## src/rtl/sprite_queue_pkg.sv

```systemverilog
// Shared sprite command types for the sprite draw queue.
// One record is six bytes on the MCU link.
package sprite_pkg;

    localparam int SPRITE_CMD_BYTES = 6;

    localparam logic [2:0] IDX_LAST = 3'(SPRITE_CMD_BYTES - 1);

    typedef struct packed {
        logic [7:0]  id;
        logic [15:0] x;
        logic [15:0] y;
        logic [7:0]  scale;
    } sprite_cmd_t;

endpackage

```

## src/rtl/sprite_queue_if.sv

```systemverilog
// Byte link from the MCU and draw-queue read side.
// master: MCU and sprite driver; slave: the queue.
interface sprite_queue_if;

    logic        in_valid;
    logic [7:0]  in_data;
    logic        in_first;
    logic        in_ready;

    logic        sprite_queue_dequeue;
    logic        sprite_queue_is_empty;
    logic [7:0]  sprite_queue_sprite_id;
    logic [15:0] sprite_queue_sprite_x;
    logic [15:0] sprite_queue_sprite_y;
    logic [7:0]  sprite_queue_sprite_scale;

    modport master (
        output in_valid,
        output in_data,
        output in_first,
        output sprite_queue_dequeue,
        input  in_ready,
        input  sprite_queue_is_empty,
        input  sprite_queue_sprite_id,
        input  sprite_queue_sprite_x,
        input  sprite_queue_sprite_y,
        input  sprite_queue_sprite_scale
    );

    modport slave (
        input  in_valid,
        input  in_data,
        input  in_first,
        input  sprite_queue_dequeue,
        output in_ready,
        output sprite_queue_is_empty,
        output sprite_queue_sprite_id,
        output sprite_queue_sprite_x,
        output sprite_queue_sprite_y,
        output sprite_queue_sprite_scale
    );

endinterface

```

## src/rtl/sprite_queue_assembler.sv

```systemverilog
// Assembles link bytes into sprite records.
// A byte flagged first always restarts the record.
module sprite_cmd_assembler
    import sprite_pkg::*;
(
    input  logic        clock,
    input  logic        fb_resetting,
    input  logic        i_accept,
    input  logic [7:0]  i_data,
    input  logic        i_first,
    output logic        o_at_last,
    output logic        o_push,
    output sprite_cmd_t o_record,
    output logic        o_resync_err
);

    logic [2:0]  r_idx;
    logic [39:0] r_hold;
    logic        r_resync_err;
    logic [2:0]  w_idx;

    assign w_idx        = i_first ? 3'd0 : r_idx;
    assign o_at_last    = (r_idx == IDX_LAST);
    assign o_push       = i_accept && (w_idx == IDX_LAST);
    assign o_record     = {r_hold, i_data};
    assign o_resync_err = r_resync_err;

    // Byte index advance and sticky resync flag
    always_ff @(posedge clock or posedge fb_resetting) begin
        if (fb_resetting) begin
            r_idx        <= 3'd0;
            r_resync_err <= 1'b0;
        end else if (i_accept) begin
            r_idx <= (w_idx == IDX_LAST) ? 3'd0 : w_idx + 3'd1;
            if (i_first && (r_idx != 3'd0))
                r_resync_err <= 1'b1;
        end
    end

    // Capture bytes 0..4; byte 5 goes straight into the push
    always_ff @(posedge clock or posedge fb_resetting) begin
        if (fb_resetting) begin
            r_hold <= 40'd0;
        end else if (i_accept) begin
            case (w_idx)
                3'd0:    r_hold[39:32] <= i_data;
                3'd1:    r_hold[31:24] <= i_data;
                3'd2:    r_hold[23:16] <= i_data;
                3'd3:    r_hold[15:8]  <= i_data;
                3'd4:    r_hold[7:0]   <= i_data;
                default: ;
            endcase
        end
    end

endmodule

```

## src/rtl/sprite_queue.sv

```systemverilog
// Sprite command queue: byte assembler feeding a FWFT FIFO.
// Only the record-completing byte stalls when the FIFO is full.
module sprite_queue
    import sprite_pkg::*;
#(
    parameter int DEPTH = 64
) (
    input  logic                   clock,
    input  logic                   fb_resetting,
    sprite_queue_if.slave          bus,
    output logic [$clog2(DEPTH):0] count,
    output logic                   resync_err
);

    localparam int AW = $clog2(DEPTH);
    localparam logic [AW:0] FULL_CNT = (AW+1)'(DEPTH);

    sprite_cmd_t   r_mem [DEPTH];
    logic [AW-1:0] r_wr_ptr;
    logic [AW-1:0] r_rd_ptr;
    logic [AW:0]   r_count;

    logic          w_full;
    logic          w_empty;
    logic          w_accept;
    logic          w_at_last;
    logic          w_push;
    logic          w_pop;
    sprite_cmd_t   w_record;
    sprite_cmd_t   w_head;

    assign w_full   = (r_count == FULL_CNT);
    assign w_empty  = (r_count == '0);
    assign w_pop    = bus.sprite_queue_dequeue && !w_empty;
    assign w_accept = bus.in_valid && bus.in_ready;

    assign bus.in_ready = !(w_full && w_at_last);

    sprite_cmd_assembler u_asm (
        .clock        (clock),
        .fb_resetting (fb_resetting),
        .i_accept     (w_accept),
        .i_data       (bus.in_data),
        .i_first      (bus.in_first),
        .o_at_last    (w_at_last),
        .o_push       (w_push),
        .o_record     (w_record),
        .o_resync_err (resync_err)
    );

    // Head is forced to zero while empty so reset reads clean
    assign w_head = w_empty ? '0 : r_mem[r_rd_ptr];

    assign bus.sprite_queue_is_empty     = w_empty;
    assign bus.sprite_queue_sprite_id    = w_head.id;
    assign bus.sprite_queue_sprite_x     = w_head.x;
    assign bus.sprite_queue_sprite_y     = w_head.y;
    assign bus.sprite_queue_sprite_scale = w_head.scale;
    assign count                         = r_count;

    // Record storage, written on push only
    always_ff @(posedge clock) begin
        if (w_push)
            r_mem[r_wr_ptr] <= w_record;
    end

    // Pointers and occupancy
    always_ff @(posedge clock or posedge fb_resetting) begin
        if (fb_resetting) begin
            r_wr_ptr <= '0;
            r_rd_ptr <= '0;
            r_count  <= '0;
        end else begin
            if (w_push)
                r_wr_ptr <= r_wr_ptr + AW'(1);
            if (w_pop)
                r_rd_ptr <= r_rd_ptr + AW'(1);
            case ({w_push, w_pop})
                2'b10:   r_count <= r_count + (AW+1)'(1);
                2'b01:   r_count <= r_count - (AW+1)'(1);
                default: ;
            endcase
        end
    end

endmodule

```

## src/flat_wrapper.sv

```systemverilog
// flat-port wrapper written by rule: the top's interface ports become plain ports
module sprite_queue_flat import sprite_pkg::*;
#(
    parameter int DEPTH = 64
)
  (clock, fb_resetting, count, resync_err, bus_in_valid, bus_in_data, bus_in_first, bus_sprite_queue_dequeue, bus_in_ready, bus_sprite_queue_is_empty, bus_sprite_queue_sprite_id, bus_sprite_queue_sprite_x, bus_sprite_queue_sprite_y, bus_sprite_queue_sprite_scale);
  sprite_queue_if bus_i ();
  input  logic clock;
  input  logic fb_resetting;
  output logic [$clog2(DEPTH):0] count;
  output logic resync_err;
  input wire logic [$bits(bus_i.in_valid)-1:0] bus_in_valid;
  input wire logic [$bits(bus_i.in_data)-1:0] bus_in_data;
  input wire logic [$bits(bus_i.in_first)-1:0] bus_in_first;
  input wire logic [$bits(bus_i.sprite_queue_dequeue)-1:0] bus_sprite_queue_dequeue;
  output wire logic [$bits(bus_i.in_ready)-1:0] bus_in_ready;
  output wire logic [$bits(bus_i.sprite_queue_is_empty)-1:0] bus_sprite_queue_is_empty;
  output wire logic [$bits(bus_i.sprite_queue_sprite_id)-1:0] bus_sprite_queue_sprite_id;
  output wire logic [$bits(bus_i.sprite_queue_sprite_x)-1:0] bus_sprite_queue_sprite_x;
  output wire logic [$bits(bus_i.sprite_queue_sprite_y)-1:0] bus_sprite_queue_sprite_y;
  output wire logic [$bits(bus_i.sprite_queue_sprite_scale)-1:0] bus_sprite_queue_sprite_scale;
  assign bus_i.in_valid = bus_in_valid;
  assign bus_i.in_data = bus_in_data;
  assign bus_i.in_first = bus_in_first;
  assign bus_i.sprite_queue_dequeue = bus_sprite_queue_dequeue;
  assign bus_in_ready = bus_i.in_ready;
  assign bus_sprite_queue_is_empty = bus_i.sprite_queue_is_empty;
  assign bus_sprite_queue_sprite_id = bus_i.sprite_queue_sprite_id;
  assign bus_sprite_queue_sprite_x = bus_i.sprite_queue_sprite_x;
  assign bus_sprite_queue_sprite_y = bus_i.sprite_queue_sprite_y;
  assign bus_sprite_queue_sprite_scale = bus_i.sprite_queue_sprite_scale;
  sprite_queue #(.DEPTH(DEPTH)) u_core (.clock(clock), .fb_resetting(fb_resetting), .bus(bus_i), .count(count), .resync_err(resync_err));
endmodule
```

## config.mk

```make
export PLATFORM = sky130hd
export DESIGN_NAME = sprite_queue_flat
export DESIGN_NICKNAME = d
export VERILOG_FILES = /design/src/rtl/sprite_queue_pkg.sv /design/src/rtl/sprite_queue_if.sv /design/src/rtl/sprite_queue_assembler.sv /design/src/rtl/sprite_queue.sv /design/src/flat_wrapper.sv
export SDC_FILE = /design/constraint.sdc
export NUM_CORES = 2
export LEC_CHECK = 0
export CAP_MARGIN = 30
export CORE_ASPECT_RATIO = 1.4
export CORE_MARGIN = 4
export CORE_UTILIZATION = 25
export CTS_CLUSTER_DIAMETER = 80
export DETAILED_ROUTE_END_ITERATION = 8
export PLACE_DENSITY_LB_ADDON = 0.1
export SETUP_SLACK_MARGIN = 0.3
export SLEW_MARGIN = 10
export SYNTH_ARGS = -nofsm -noshare
export SYNTH_HDL_FRONTEND = slang
export SYNTH_SLANG_ARGS = --single-unit
```

## constraint.sdc

```tcl
create_clock -name clock -period 4.9 [get_ports clock]
set_input_delay 0.735 -clock clock [delete_from_list [all_inputs] [get_ports clock]]
set_output_delay 0.735 -clock clock [all_outputs]
set_load 0.05 [all_outputs]
```

# After elaboration in Yosys (flattened, before gate mapping)
# Memories as Yosys holds them, arrays and structs flattened.
# Cells that the tools add are included.
[totals] register_bits=63 latch_bits=0 ram_bits=3072 romBits=0 in_bits=13 out_inout_bits=58 wordCells=48 memories=1
[op_classes] n_addsub=5 mul=0 div=0 order_cmp=0 n_eq_ne=9 shift=0 n_mux=6 bitwise_logic=0 reduce_logical=17
[memory_table] memory="u_core.r_mem" words=64 word_bits=48 read_ports=1 rd_clocked_by_memory_dff=0 write_ports=1 line_no="sprite_queue.sv:18" source="sprite_cmd_t r_mem [DEPTH];"
[ops] cell="48-bit 2-to-1 mux" count=1
[ops] cell="7-bit case mux with 2 select lines" count=1
[ops] cell="6-bit by 1-bit adder with 6-bit output, second input constant" count=2
[ops] cell="2-bit AND reduction" count=6
[ops] cell="3-bit == test, second input constant" count=3
[ops] cell="7-bit by 1-bit adder with 7-bit output, second input constant" count=1
[ops] cell="7-bit == test, second input constant" count=1
[ops] cell="7-bit zero test" count=1
[ops] cell="7-bit by 1-bit subtractor with 7-bit output, second input constant" count=1
[ops] cell="3-bit by 2-bit == test with 1-bit output, second input constant" count=2
[ops] cell="3-bit 2-to-1 mux" count=2
[ops] cell="1-bit logical AND" count=5
[ops] cell="3-bit by 1-bit adder with 3-bit output, second input constant" count=1
[ops] cell="3-bit by 1-bit == test with 1-bit output, second input constant" count=1
[ops] cell="3-bit zero test" count=1
[ops] cell="3-bit nonzero test" count=1
[ops] cell="2-bit by 1-bit == test with 1-bit output, second input constant" count=1
[ops] cell="2-bit == test, second input constant" count=1
[ops] cell="1-bit zero test" count=2
[ops] cell="1-bit 2-to-1 mux" count=2
[ops] cell="2-bit nonzero test" count=1

# Depth between registers and ports, before layout
[depth] ltp_word=7 mapped_depth=14 mapped_depth_nobuf=11

# Cells and area by module
# From an unflattened synthesis, not the netlist that was laid out.
[hier_totals] cells_unflattened=5371 hier_area_um2=120269.1
[by_module_without_submodules] module="sprite_queue" instances=1 cells_per_inst=5250 area_per_inst_um2=118422.3 seq_area_each_um2=92723.9
[by_module_without_submodules] module="sprite_cmd_assembler" instances=1 cells_per_inst=121 area_per_inst_um2=1846.8 seq_area_each_um2=1101.1

# Worst setup path before layout
# No wires, ideal clock.
[synth_timing] path_kind="register -> register" start="register u_core.r_count[2] (netlist: u_core.count[2])" end="memory u_core.r_mem[59][0] in the netlist's numbering (enable)" setup_time_ps=454 t_arrival_ps=4083 required_ps=4446 path_slack_ps=363 path_stages_with_launch=7 path_buffers=1 period_less_slack_ps=4537 path_cell_list="dfrtp_1 > clkbuf_1 > nor4_2 > a311oi_2 > nor2b_1 > nand3_1 > nor2_1"
[synth_between] elab_chain_len=7
[synth_rtl] item="start, declared" line_no="sprite_queue.sv:21" source="logic [AW:0] r_count;"
[synth_rtl] item="start signal, assigned" line_no="sprite_queue.sv:79" source="2'b10: r_count <= r_count + (AW+1)'(1);"
[synth_rtl] item="start signal, assigned" line_no="sprite_queue.sv:80" source="2'b01: r_count <= r_count - (AW+1)'(1);"
[synth_rtl] item="7-bit == test" line_no="sprite_queue.sv:32" source="assign w_full = (r_count == FULL_CNT);"
[synth_rtl] item="1-bit logical AND" line_no="sprite_queue.sv:37" source="assign bus.in_ready = !(w_full && w_at_last);"
[synth_rtl] item="1-bit zero test" line_no="sprite_queue.sv:37"
[synth_rtl] item="1-bit logical AND" line_no="sprite_queue.sv:35" source="assign w_accept = bus.in_valid && bus.in_ready;"
[synth_rtl] item="1-bit logical AND" line_no="sprite_queue_assembler.sv:24" source="assign o_push = i_accept && (w_idx == IDX_LAST);"
[synth_rtl] item="1-bit 2-to-1 mux" line_no="sprite_queue.sv:63" source="if (w_push)"
[synth_rtl] item="1-bit 2-to-1 mux (implied by the code)" line_no="sprite_queue.sv:64" source="r_mem[r_wr_ptr] <= w_record;"
[synth_rtl] item="end, declared" line_no="sprite_queue.sv:18"
# Every way passes these cells.

# Worst setup path in the final report
[layout_timing] start="register u_core.r_rd_ptr[0]" end="output port bus_sprite_queue_sprite_y[1]"
[layout_between] elab_chain_len=2
[layout_rtl] item="start, declared" line_no="sprite_queue.sv:20" source="logic [AW-1:0] r_rd_ptr;"
[layout_rtl] item="start signal, assigned" line_no="sprite_queue.sv:77" source="r_rd_ptr <= r_rd_ptr + AW'(1);"
[layout_rtl] item="memory 64 x 48 bit"
[layout_rtl] item="48-bit 2-to-1 mux" line_no="sprite_queue.sv:52" source="assign w_head = w_empty ? '0 : r_mem[r_rd_ptr];"
[layout_rtl] item="end, declared" line_no="flat_wrapper.sv:20" source="output wire logic [$bits(bus_i.sprite_queue_sprite_y)-1:0] bus_sprite_queue_sprite_y;"
# Every way passes these cells.

==> out/summary.json <==
{
  "outcome": {
    "status": "finished clean"
  },
  "yosys": {
    "synthFlopType": "sky130_fd_sc_hd__edfxtp_1",
    "synth-edff-count": 3072,
    "syn_nets": 5267,
    "post_synth_inst_count": 5248,
    "seq_area_frac_synth_pct": 78.48,
    "async_flop_share_pct": 2.010,
    "ys_seq_elements": 3135,
    "synthesis.yosys.warnings": 0,
    "synth.lib_cells_used.distinct": 60,
    "synth.cell_area_um2": 119600,
    "synth.avg_cell_area_um2": 22.78
  },
  "critical_path": {
    "critPathMostFrequentCell": "sky130_fd_sc_hd__buf_12",
    "r2r_start": "u_core.count[2]$_DFFE_PP0P_",
    "reg2reg_to": "u_core.r_mem[52][35]$_DFFE_PP_",
    "setup.worst_path.start_class": "flop",
    "number_of_gates_on_the_worst_path_with_buffers_counted": 11,
    "critPathCaptureType": "output port",
    "worstSetupEndpoint": "bus_sprite_queue_sprite_y[1]",
    "critical_path.max_stage_delay_ns": 0.50,
    "crit_slowest_cell": "sky130_fd_sc_hd__dfrtp_4",
    "timing.critical_path.from": "u_core.r_rd_ptr[0]$_DFFE_PP0P_",
    "criticalPathCategory": "reg2out",
    "timing.critical_path.cells": "buf_12 > buf_12 > buf_16 > buf_12 > bufbuf_16 > mux4_2 > a221o_1 > a21oi_2 > o22ai_2 > buf_6 > buf_12",
    "timing.critical_path.arrival_ns": 3.80,
    "cp_data_required_time_ns": 4.16,
    "timing.critical_path.max_delay_family": "buffers and inverters",
    "timing.reg2reg.worst_path_depth": 8,
    "regToRegSetupSlack_ns": 1.49,
    "worst-path-max-fanout": 8,
    "worstPathBufferInverterCount": 7
  },
  "detailed_routing": {
    "dr.first_iter.drc_count": 5291,
    "first_pass_iteration_count_of_the_detailed_router": 7,
    "routed-via-count": 59290,
    "drcViolationCount": 0,
    "drtAntennaViolNets": 0,
    "post_drt_via_cell_ratio": 4.706,
    "wl_per_cell_um": 35.21,
    "postRouteWirelength_um": 443600
  },
  "run": {
    "timing.max_cap.violations": 0
  },
  "floorplan": {
    "die_h_um": 826.2,
    "die_area_um2": 489500,
    "num_io_pins": 71,
    "die-width_um": 592.5,
    "core_region_area_um2": 476700,
    "core.rowCount": 300,
    "initial_core_util_pct": 25.08
  },
  "cts": {
    "cts-root-to-sink-buffers": 4,
    "clock_latency_at_the_later_pin_of_the_worst_skew_pair_ns": 0.96,
    "clock_buffers_created_by_tritoncts": 337,
    "clkSinkCount": 3135,
    "worst_setup_hold_path_clk_slew_ns": 0.06,
    "cts_root_buf": "sky130_fd_sc_hd__clkbuf_16",
    "cts_tree": "yes",
    "cts-htree-levels": 5
  },
  "power_and_ir_drop": {
    "p_seq_share_pct": 35.5,
    "power_frac_comb_pct": 37.8,
    "fraction_of_power_spent_switching_nets_pct": 34.50,
    "vdd.ir_drop.worst_v": 0.0006635,
    "clkPwrFrac_pct": 26.7,
    "total_switching_power_mw": 32.24,
    "standby_leakage_power_nw": 46.70,
    "power.density_cell_area_nw_per_um2": 631.0,
    "internal_portion_of_total_power_mw": 61.19,
    "total_power_mw": 93.43
  },
  "global_routing": {
    "initial_antenna_violation_count": 23,
    "most_congested_layer_reported_by_global_routing": "met2",
    "grt_util_met3_pct": 2.216,
    "globalRouteOverflowTotal": 0,
    "use_met1_pct": 22.27,
    "grt_max_degree": 70,
    "via_count_of_the_first_global_routing_pass": 62990,
    "gr-usage-met2_pct": 32.65,
    "grt_first_pass_wirelength_um": 591400,
    "grtUsageTotal_pct": 17.79
  },
  "place": {
    "io_port_bufs": 70,
    "pre_cts_slack_ns": 0.1917,
    "post_dp_cell_area_um2": 133400,
    "placed_cells_incl_taps": 11850,
    "gpl.final_weighted_congestion": 0.7298,
    "dp_hpwl_um": 255200
  },
  "finish": {
    "fin_cells": 12600,
    "layout.nets": 5996,
    "finish.instance_area_um2": 148100,
    "register_area_um2": 93910,
    "fillers": 45860,
    "drive_gt1_share_pct": 35.51,
    "combined_area_of_the_multi_input_logic_cells_um2": 26450,
    "area_growth_pct": 23.84,
    "final_cell_mix": "sky130_fd_sc_hd__edfxtp_1 (3072), sky130_fd_sc_hd__mux4_2 (708), sky130_fd_sc_hd__clkbuf_16 (348), sky130_fd_sc_hd__buf_4 (337), sky130_fd_sc_hd__mux2i_1 (245)",
    "mostFrequentLayoutCell": "sky130_fd_sc_hd__edfxtp_1"
  },
  "timing": {
    "final-max-slew-violation-count": 0,
    "period_minus_slack_ns": 4.538,
    "finalSetupViolCount": 0,
    "max_clock_freq_mhz": 220.4,
    "worst_pin_slew_ns": 1.043,
    "post-route-worst-setup-slack_ns": 0.3619,
    "timing.max_slew.rel_slack_pct": 30.45,
    "rsz0062_at_grt": "yes",
    "hold_viol": 0,
    "fin_worst_skew_ns": 0.03621,
    "tns_ns": 0,
    "post-route-period-util_pct": 92.61
  },
  "hold_path": {
    "hold_path.class": "in2reg"
  }
}
## worst min-delay path by stage
stage               cells after the start  slack, ns                                  start                               endpoint
finish                                  1       0.19                         bus_in_data[6]          u_core.r_mem[61][6]$_DFFE_PP_
global route                            1       0.12                         bus_in_data[4]          u_core.r_mem[57][4]$_DFFE_PP_
CTS                                     1       0.06                         bus_in_data[4]          u_core.r_mem[57][4]$_DFFE_PP_
detailed placement                      2       0.48  u_core.u_asm.o_resync_err$_DFFE_PP0P_  u_core.u_asm.o_resync_err$_DFFE_PP0P_
global placement                        1       0.49     u_core.u_asm.r_hold[7]$_DFFE_PP0P_     u_core.u_asm.r_hold[7]$_DFFE_PP0P_
floorplan                               1       0.50         u_core.r_wr_ptr[2]$_DFFE_PP0P_         u_core.r_wr_ptr[2]$_DFFE_PP0P_
## kinds of logic (layout without fill, tap and decap cells)
group           count (synthesis)  count (layout)  synth area share (%)
simple gates                  309             310                 1.119
xor+xnor                       19              19                0.1392
fa+ha+maj                       6               6               0.06279
buf+inv                       299            1301                 1.272
flops                        3135            3135                 78.48
mux                          1031            1031                 16.10
compound gates                449             449                 2.834
other cells                     0               5                     0
## what timing repair did
| item | in CTS | in global routing |
|---|---|---|
| pin swaps | 41 | 30 |
| resized for setup | 392 | 55 |
| gates cloned | 22 | 4 |
| hold endpoints to repair | 0 | 6 |
| setup buffers | 78 | 23 |
| endpoints found under the setup margin | 49 | 32 |
| hold buffers | 0 | 1 |
## metal layers
layer,wire length [um],vias up
met4,10580,4
li1,-,24000
met1,179600,33390
met2,236000,1451
met3,17440,440
met5,26,-
## synthesized netlist by cell type (2+ instances only)
library cell | number | area share, %
sky130_fd_sc_hd__a2111oi_0 | 42 | 0.31
sky130_fd_sc_hd__a2111oi_1 | 16 | 0.13
sky130_fd_sc_hd__a211o_1 | 54 | 0.40
sky130_fd_sc_hd__a21boi_0 | 2 | 0.013
sky130_fd_sc_hd__a21oi_1 | 16 | 0.067
sky130_fd_sc_hd__a221o_1 | 15 | 0.13
sky130_fd_sc_hd__a221oi_1 | 26 | 0.19
sky130_fd_sc_hd__a311o_1 | 11 | 0.092
sky130_fd_sc_hd__a311oi_1 | 26 | 0.19
sky130_fd_sc_hd__a31oi_1 | 2 | 0.010
sky130_fd_sc_hd__and2_1 | 8 | 0.042
sky130_fd_sc_hd__and3_1 | 2 | 0.010
sky130_fd_sc_hd__and3b_1 | 2 | 0.015
sky130_fd_sc_hd__buf_1 | 19 | 0.060
sky130_fd_sc_hd__buf_2 | 132 | 0.55
sky130_fd_sc_hd__buf_4 | 22 | 0.14
sky130_fd_sc_hd__buf_6 | 20 | 0.19
sky130_fd_sc_hd__clkbuf_1 | 98 | 0.31
sky130_fd_sc_hd__dfrtp_1 | 63 | 1.3
sky130_fd_sc_hd__edfxtp_1 | 3072 | 77
sky130_fd_sc_hd__ha_1 | 6 | 0.063
sky130_fd_sc_hd__inv_1 | 8 | 0.025
sky130_fd_sc_hd__mux2_2 | 52 | 0.49
sky130_fd_sc_hd__mux2i_1 | 270 | 2.3
sky130_fd_sc_hd__mux4_2 | 708 | 13
sky130_fd_sc_hd__nand2_1 | 102 | 0.32
sky130_fd_sc_hd__nand2b_1 | 8 | 0.042
sky130_fd_sc_hd__nand3_1 | 9 | 0.038
sky130_fd_sc_hd__nand3b_1 | 6 | 0.038
sky130_fd_sc_hd__nor2_1 | 143 | 0.45
sky130_fd_sc_hd__nor2b_1 | 12 | 0.063
sky130_fd_sc_hd__nor3_1 | 6 | 0.025
sky130_fd_sc_hd__o21ai_0 | 28 | 0.12
sky130_fd_sc_hd__o22ai_1 | 170 | 0.89
sky130_fd_sc_hd__o2bb2ai_1 | 26 | 0.19
sky130_fd_sc_hd__o31ai_1 | 3 | 0.019
sky130_fd_sc_hd__or3_1 | 2 | 0.010
sky130_fd_sc_hd__or3b_2 | 2 | 0.015
sky130_fd_sc_hd__xnor2_1 | 10 | 0.073
sky130_fd_sc_hd__xor2_1 | 9 | 0.066
## worst register-to-register path, cell delays in order (launching register included)
cell	delay [ns]
sky130_fd_sc_hd__dfrtp_1	0.57
sky130_fd_sc_hd__nor4_4	0.12
sky130_fd_sc_hd__a311oi_2	0.27
sky130_fd_sc_hd__buf_4	0.24
sky130_fd_sc_hd__and2_1	0.22
sky130_fd_sc_hd__nand2_1	0.32
sky130_fd_sc_hd__buf_4	0.31
sky130_fd_sc_hd__nor2_4	0.61
sky130_fd_sc_hd__buf_4	0.41
## flip-flops by register name, indices dropped and copies added, names as in the netlist
name                       cells
u_core.u_asm.o_resync_err      1
u_core.r_wr_ptr                6
u_core.u_asm.r_hold           40
u_core.r_rd_ptr                6
u_core.count                   7
u_core.u_asm.r_idx             3
u_core.r_mem                3072
## final cells by class
| type | count | share of cell area [%] |
|---|---|---|
| Clock buffer | 423 | 6.069 |
| Tap cell | 6342 | 5.360 |
| Clock inverter | 190 | 1.019 |
| Inverter | 8 | 0.03887 |
| Antenna cell | 5 | 0.008451 |
| Sequential cell | 3135 | 63.43 |
| Timing Repair Buffer | 680 | 6.211 |
| Multi-Input combinational cell | 1815 | 17.86 |
## through the flow
step	util, %	hold WS [ns]
floorplan	-	0.4951
global placement	27.93	0.4883
detailed placement	27.99	0.4819
CTS	30.90	0.06048
global route	31.06	0.1213
finish	31.06	0.1886
## power by group through the flow
stage	logic, mW	registers (mW)	clock network, mW
2_1_floorplan	15.1	34.1	0
3_5_place_dp	31.2	34.1	0
5_1_grt	37.2	33.2	26.8
6_report	35.3	33.2	25.0
3_3_place_gp	30.6	34.4	0
4_1_cts	35.6	33.3	25.8
Power figures use the tool's default switching activity.
